## config.mk

```make
export PLATFORM = sky130hd
export DESIGN_NAME = local_ni22
export DESIGN_NICKNAME = d
export VERILOG_FILES = /design/src/rtl/local_ni22.sv
export SDC_FILE = /design/constraint.sdc
export NUM_CORES = 1
export LEC_CHECK = 0
export BUFFER_PORTS_ARGS = -buffer_cell sky130_fd_sc_hd__buf_4
export CORE_ASPECT_RATIO = 0.75
export CORE_UTILIZATION = 40
export DETAILED_ROUTE_END_ITERATION = 8
export SYNTH_ARGS = -nofsm -noshare
export SYNTH_HDL_FRONTEND = slang
export SYNTH_SLANG_ARGS = --single-unit
```

## constraint.sdc

```tcl
create_clock -name clk -period 4.5 [get_ports clk]
set_input_delay 1.35 -clock clk [delete_from_list [all_inputs] [get_ports clk]]
set_output_delay 1.35 -clock clk [all_outputs]
set_load 0.005 [all_outputs]
```

## src/rtl/local_ni22.sv

```systemverilog
// Local network interface for one 2x2-mesh node: builds and paces injected flits into the
// router L port, and sinks, checks and time-stamps flits ejected from it for the PE.
module local_ni22 #(
  parameter int DATASIZE  = 40,
  parameter int NODE_ID   = 0,
  parameter int INJ_DEPTH = 4,
  parameter int EJ_DEPTH  = 4,
  parameter int CNT_W     = 16
) (
  input  logic                clk,
  input  logic                rst,
  input  logic                pe_tx_valid,
  output logic                pe_tx_ready,
  input  logic [3:0]          pe_tx_dst,
  input  logic [21:0]         pe_tx_data,
  input  logic [1:0]          pe_tx_type,
  output logic [DATASIZE-1:0] rtr_data_out,
  output logic                rtr_valid_out,
  input  logic                rtr_full_in,
  input  logic [DATASIZE-1:0] rtr_data_in,
  input  logic                rtr_valid_in,
  output logic                pe_rx_valid,
  input  logic                pe_rx_ready,
  output logic [3:0]          pe_rx_src,
  output logic [21:0]         pe_rx_data,
  output logic [1:0]          pe_rx_type,
  output logic [7:0]          pe_rx_latency,
  output logic                misroute,
  output logic [CNT_W-1:0]    tx_count,
  output logic [CNT_W-1:0]    rx_count,
  output logic [CNT_W-1:0]    drop_count
);

  localparam int IAW = $clog2(INJ_DEPTH);
  localparam int EAW = $clog2(EJ_DEPTH);
  localparam logic [3:0] ID = 4'(NODE_ID);

  typedef enum logic [1:0] {IDLE, SEND, STALL} inj_state_t;

  logic [7:0]   ts_now;
  logic [27:0]  inj_mem [INJ_DEPTH];
  logic [IAW:0] inj_wr, inj_rd;
  logic         inj_empty, inj_full, inj_push, inj_pop;
  logic [27:0]  inj_head;
  inj_state_t   inj_state;

  logic [35:0]  ej_mem [EJ_DEPTH];
  logic [EAW:0] ej_wr, ej_rd;
  logic         ej_empty, ej_full, ej_push, ej_pop, ej_drop, dst_ok;
  logic [35:0]  ej_head;
  logic [7:0]   latency;

  always_ff @(posedge clk or posedge rst) begin
    if (rst) ts_now <= '0;
    else     ts_now <= ts_now + 8'd1;
  end

  // Inject queue
  assign inj_empty   = (inj_wr == inj_rd);
  assign inj_full    = (inj_wr[IAW] != inj_rd[IAW]) && (inj_wr[IAW-1:0] == inj_rd[IAW-1:0]);
  assign pe_tx_ready = !inj_full;
  assign inj_push    = pe_tx_valid && pe_tx_ready;
  assign inj_head    = inj_mem[inj_rd[IAW-1:0]];

  always_ff @(posedge clk) begin
    if (inj_push) inj_mem[inj_wr[IAW-1:0]] <= {pe_tx_dst, pe_tx_data, pe_tx_type};
  end

  // State is decoded from current occupancy and full flag so a pop sees the flag at its own edge
  always_comb begin
    inj_state = IDLE;
    inj_pop   = 1'b0;
    if (!inj_empty) inj_state = rtr_full_in ? STALL : SEND;
    if (inj_state == SEND) inj_pop = 1'b1;
  end

  always_ff @(posedge clk or posedge rst) begin
    if (rst) begin
      inj_wr        <= '0;
      inj_rd        <= '0;
      rtr_valid_out <= 1'b0;
      rtr_data_out  <= '0;
      tx_count      <= '0;
    end else begin
      rtr_valid_out <= inj_pop;
      if (inj_push) inj_wr <= inj_wr + 1'b1;
      if (inj_pop) begin
        inj_rd       <= inj_rd + 1'b1;
        rtr_data_out <= DATASIZE'({ID, inj_head[27:24], ts_now, inj_head[23:0]});
        if (tx_count != '1) tx_count <= tx_count + CNT_W'(1);
      end
    end
  end

  // Eject queue (first-word fall-through; head outputs read 0 while empty)
  assign ej_empty = (ej_wr == ej_rd);
  assign ej_full  = (ej_wr[EAW] != ej_rd[EAW]) && (ej_wr[EAW-1:0] == ej_rd[EAW-1:0]);
  assign ej_pop   = !ej_empty && pe_rx_ready;
  assign dst_ok   = (rtr_data_in[35:32] == ID);
  assign ej_push  = rtr_valid_in && dst_ok && (!ej_full || ej_pop);
  assign ej_drop  = rtr_valid_in && !ej_push;
  assign latency  = ts_now - rtr_data_in[31:24];
  assign ej_head  = ej_empty ? '0 : ej_mem[ej_rd[EAW-1:0]];

  assign pe_rx_valid   = !ej_empty;
  assign pe_rx_src     = ej_head[35:32];
  assign pe_rx_data    = ej_head[31:10];
  assign pe_rx_type    = ej_head[9:8];
  assign pe_rx_latency = ej_head[7:0];

  always_ff @(posedge clk) begin
    if (ej_push)
      ej_mem[ej_wr[EAW-1:0]] <= {rtr_data_in[39:36], rtr_data_in[23:2], rtr_data_in[1:0], latency};
  end

  always_ff @(posedge clk or posedge rst) begin
    if (rst) begin
      ej_wr      <= '0;
      ej_rd      <= '0;
      misroute   <= 1'b0;
      rx_count   <= '0;
      drop_count <= '0;
    end else begin
      if (ej_push) ej_wr <= ej_wr + 1'b1;
      if (ej_pop)  ej_rd <= ej_rd + 1'b1;
      if (rtr_valid_in && !dst_ok) misroute <= 1'b1;
      if (ej_push && rx_count != '1)   rx_count   <= rx_count + CNT_W'(1);
      if (ej_drop && drop_count != '1) drop_count <= drop_count + CNT_W'(1);
    end
  end

endmodule

```

==> impl_results.html <==
<table>
<tr><th>Metric</th><th>Value</th></tr>
<tr><th colspan="2">Clocking</th></tr>
<tr><td>Number of buffers on the longest clock path</td><td>3</td></tr>
<tr><td>Worst skew pair latency</td><td>between 0.5 and 0.6 ns</td></tr>
<tr><td>Hold buffers post-CTS</td><td>0</td></tr>
<tr><td>Buffers inserted by post-CTS timing repair</td><td>0</td></tr>
<tr><td>CTS Root Cell</td><td>clkbuf_16</td></tr>
<tr><td># resized after CTS</td><td>0</td></tr>
<tr><td>CTS H-tree depth</td><td>2</td></tr>
<tr><td>CTS tree</td><td>yes</td></tr>
<tr><td>Clock sink count</td><td>362</td></tr>
<tr><td>Clock input transition at the sequential cells of the worst setup and hold paths</td><td>approximately 0.06 ns</td></tr>
<tr><td>Total CTS buffers</td><td>39</td></tr>
<tr><th colspan="2">Cells and area</th></tr>
<tr><td>Non-filler cells, final</td><td>between 1,500 and 2,000</td></tr>
<tr><td>Share of post-route cells with drive strength above 1</td><td>0.378</td></tr>
<tr><td>Nets</td><td>1,115</td></tr>
<tr><td>Area Growth Syn to Fin</td><td>23.8%</td></tr>
<tr><td>Area of all placed cells without fillers</td><td>0.0179 mm^2</td></tr>
<tr><td>Util after Layout</td><td>0.510</td></tr>
<tr><td>Antenna cell count</td><td>0</td></tr>
<tr><td>Top library cells by usage in the layout, fill and taps aside</td><td>edfxtp_1, buf_4, dfrtp_1</td></tr>
<tr><td>Final-layout fill cell count</td><td>2,912</td></tr>
<tr><td>Most common cell after layout, fill and taps aside</td><td>edfxtp_1</td></tr>
<tr><th colspan="2">Pwr</th></tr>
<tr><td>Post-route total power</td><td>10.9 mW</td></tr>
<tr><td>Power density relative to cell area</td><td>608 mW/mm^2</td></tr>
<tr><td>Leak Pwr</td><td>6.84 nW</td></tr>
<tr><td>Worst IR drop on VDD</td><td>approximately 0.42 mV</td></tr>
<tr><th colspan="2">STA</th></tr>
<tr><td>Number of endpoints with negative hold slack in the final report</td><td>0</td></tr>
<tr><td>Final min period</td><td>3.81 ns</td></tr>
<tr><td>Final cycle utilization of the critical path</td><td>0.847</td></tr>
<tr><td>Max Clock Skew</td><td>0.0124 ns</td></tr>
<tr><td>Final setup violation count</td><td>0</td></tr>
<tr><td>Worst slew margin</td><td>0.444</td></tr>
<tr><td>RSZ-0062 raised after global routing</td><td>no</td></tr>
<tr><td>Max Fclk</td><td>262 MHz</td></tr>
<tr><td>Total count of max-transition violations in the final report</td><td>0</td></tr>
<tr><td>Tightest Pin Transition</td><td>0.834 ns</td></tr>
<tr><td>TNS Setup</td><td>0 ns</td></tr>
<tr><th colspan="2">Detailed routing</th></tr>
<tr><td>Iteration count of the initial detailed-routing pass</td><td>4</td></tr>
<tr><td>Number of remaining DRC errors</td><td>0</td></tr>
<tr><td>Per-cell routed wire length</td><td>19.7 um</td></tr>
<tr><td>DR vias</td><td>7,607</td></tr>
<tr><td>Starting DRT DRC Count</td><td>466</td></tr>
<tr><td>Routed via count divided by cell count</td><td>5.05</td></tr>
<tr><td>Drt total wl</td><td>29.7 mm</td></tr>
<tr><td>Routed Antenna Nets</td><td>0</td></tr>
<tr><th colspan="2">Placed design</th></tr>
<tr><td>Gpl congestion</td><td>0.763</td></tr>
<tr><td>Number of placed instances, taps included</td><td>1,435</td></tr>
<tr><td>Placed instance area</td><td>0.0166 mm^2</td></tr>
<tr><td>Count of port buffers added during placement</td><td>approximately 200</td></tr>
<tr><td>Detailed-placement wirelength estimate</td><td>about 20 mm</td></tr>
<tr><th colspan="2">Floorplanning</th></tr>
<tr><td>Starting utilization of the core area</td><td>0.412</td></tr>
<tr><td>Total I/O pin count</td><td>between 200 and 250</td></tr>
<tr><td>Die width</td><td>222 um</td></tr>
<tr><td>Die Ht</td><td>around 170 um</td></tr>
<tr><td>Core area</td><td>0.0351 mm^2</td></tr>
<tr><td>Number of rows created at floorplan</td><td>59</td></tr>
<tr><td>Die Area</td><td>0.0370 mm^2</td></tr>
<tr><th colspan="2">Synthesis</th></tr>
<tr><td>Count of flip-flops with a built-in enable after synthesis</td><td>256</td></tr>
<tr><td>Synthesis Warnings</td><td>0</td></tr>
<tr><td>FFs w/ async S/R, synth</td><td>0.293</td></tr>
<tr><td>Mapped Cells</td><td>786</td></tr>
<tr><td>Dominant synthesized flop cell</td><td>edfxtp_1</td></tr>
<tr><td>Cell area after technology mapping</td><td>~0.014 mm^2</td></tr>
<tr><td>Sequential element share of the synthesized area</td><td>0.715</td></tr>
<tr><td>Mean instance size in the synthesized netlist</td><td>18.4 um^2</td></tr>
<tr><td>Number of synthesized register bits</td><td>362</td></tr>
<tr><td>Count of cell types in the netlist</td><td>44</td></tr>
<tr><th colspan="2">Global routing</th></tr>
<tr><td>First-pass GRT wire length</td><td>46.5 mm</td></tr>
<tr><td>Antenna violations before repair</td><td>0</td></tr>
<tr><td>Tot GR Track Use</td><td>0.164</td></tr>
<tr><td>Largest net degree at the start of global routing</td><td>61</td></tr>
<tr><td>Total congestion overflow</td><td>0</td></tr>
<tr><td>Number of global-route vias before repair</td><td>7,788</td></tr>
<tr><th colspan="2">Hold path</th></tr>
<tr><td>Hold Path Cell Cnt</td><td>1</td></tr>
<tr><td>Worst Hold Launch</td><td>inj_wr[2]</td></tr>
<tr><td>Worst min-delay path category</td><td>flip-flop to flip-flop</td></tr>
<tr><th colspan="2">Worst setup path</th></tr>
<tr><td>Worst setup SP type</td><td>flip-flop</td></tr>
<tr><td>Endpoint kind of the worst setup timing path</td><td>output pin</td></tr>
<tr><td>Signal arrival time at the worst endpoint</td><td>2.46 ns</td></tr>
<tr><td>R2R cell count</td><td>4</td></tr>
<tr><td>Biggest fanout along the worst timing path</td><td>37</td></tr>
<tr><td>Start point of the critical path</td><td>ej_rd[0]</td></tr>
<tr><td>Worst path required time</td><td>3.15 ns</td></tr>
<tr><td>Reg-to-reg critical path startpoint</td><td>ej_rd[0]</td></tr>
<tr><td>Startpoint-to-endpoint class of the critical path</td><td>flip-flop to output pin</td></tr>
<tr><th colspan="2">Job</th></tr>
<tr><td>Number of violations of the max-capacitance limit</td><td>0</td></tr>
<tr><th colspan="2">Run status</th></tr>
<tr><td>Status</td><td>completed</td></tr>
</table>
-- final timing paths --
kind | endpoint | slack [ns]
min in group asynchronous | rx_count[5] | 0.99
max | pe_rx_valid | 0.69
max in group asynchronous | rtr_data_out[32] | 2.76
min reg2reg | inj_wr[2] | 0.48
min | inj_wr[2] | 0.48
max reg2reg | ej_mem[2][14] | 1.78
-- cell families (layout without fill, tap and decap cells) --
kind of cell    Yosys count  count (layout)  synth area share
compound gates           16              16           0.00916
fa+ha+maj                22              22            0.0195
xor+xnor                 67              67            0.0411
flops                   362             362             0.715
other cells               1               4          0.000259
simple gates            160             160            0.0665
buf+inv                  49             309            0.0144
mux                     109             109             0.135
-- critical path, cell delays in order (launching register included) --
cell	delay (ns)
dfrtp_2	0.72
xor2_1	0.29
nor3b_4	0.23
buf_4	0.38
inv_1	0.15
buf_4	0.16
-- power by group --
group | total [mW] | switching [mW] | internal [mW]
registers | 4.50 | 0.348 | 4.15
clock network | 3.18 | 1.24 | 1.94
logic | 3.20 | 1.43 | 1.76
-- sequential cells by signal, summed over array words and instances, names as in the netlist --
name           flops
ej_mem           144
rx_count          16
misroute           1
rtr_valid_out      1
inj_mem          112
inj_rd             3
rtr_data_out      36
inj_wr             3
ts_now             8
ej_rd              3
drop_count        16
ej_wr              3
tx_count          16
-- cells in the mapped netlist (2+ instances only) --
| cell | instances | area share |
|---|---|---|
| edfxtp_1 | 256 | 0.53 |
| dfrtp_1 | 106 | 0.18 |
| mux4_2 | 64 | 0.10 |
| xnor2_1 | 45 | 0.027 |
| mux2_2 | 44 | 0.034 |
| nor2b_1 | 38 | 0.016 |
| ha_1 | 21 | 0.018 |
| inv_1 | 21 | 0.0054 |
| nand3_1 | 21 | 0.0073 |
| xor2_1 | 21 | 0.013 |
| nand2_1 | 20 | 0.0052 |
| nand4_1 | 20 | 0.0086 |
| and3_1 | 16 | 0.0069 |
| clkbuf_1 | 14 | 0.0036 |
| nor2_1 | 9 | 0.0023 |
| nor3_1 | 9 | 0.0031 |
| and4_1 | 8 | 0.0048 |
| buf_2 | 8 | 0.0028 |
| and2_1 | 6 | 0.0026 |
| buf_4 | 4 | 0.0021 |
| o21ai_0 | 4 | 0.0014 |
| a21oi_1 | 3 | 0.0010 |
| nor4_1 | 3 | 0.0013 |
| a31oi_1 | 2 | 0.00086 |
| buf_1 | 2 | 0.00052 |
| nand2b_1 | 2 | 0.00086 |
| o21bai_1 | 2 | 0.0010 |
-- area by class of cell --
| type | instances | area [um^2] | area share |
|---|---|---|---|
| flip-flops and latches | 362 | 10300 | 0.577 |
| multi-input cells | 378 | 3960 | 0.221 |
| repair buffers | 217 | 1670 | 0.0930 |
| clock buffers | 58 | 1110 | 0.0619 |
| well taps | 457 | 572 | 0.0319 |
| clock inverters | 13 | 180 | 0.0101 |
| inverters | 21 | 81.3 | 0.00454 |
-- per-stage QoR --
stage	hold slack, ns	setup WS, ns
after floorplan	0.462	0.361
after global placement	0.472	0.956
after detailed placement	0.477	0.956
after CTS	0.488	0.594
after global routing	0.496	0.491
final	0.485	0.690
-- metal layers --
metal | routed length (um) | GRT usage | up-vias | part of all wire
met5 | 0 | 0 | - | 0
li1 | - | - | 3505 | -
met4 | 452 | 0.0374 | 0 | 0.015
met3 | 1620 | 0.0402 | 35 | 0.054
met2 | 13800 | 0.254 | 170 | 0.46
met1 | 13800 | 0.233 | 3897 | 0.47
No activity file was read; power rests on OpenSTA's default activity.
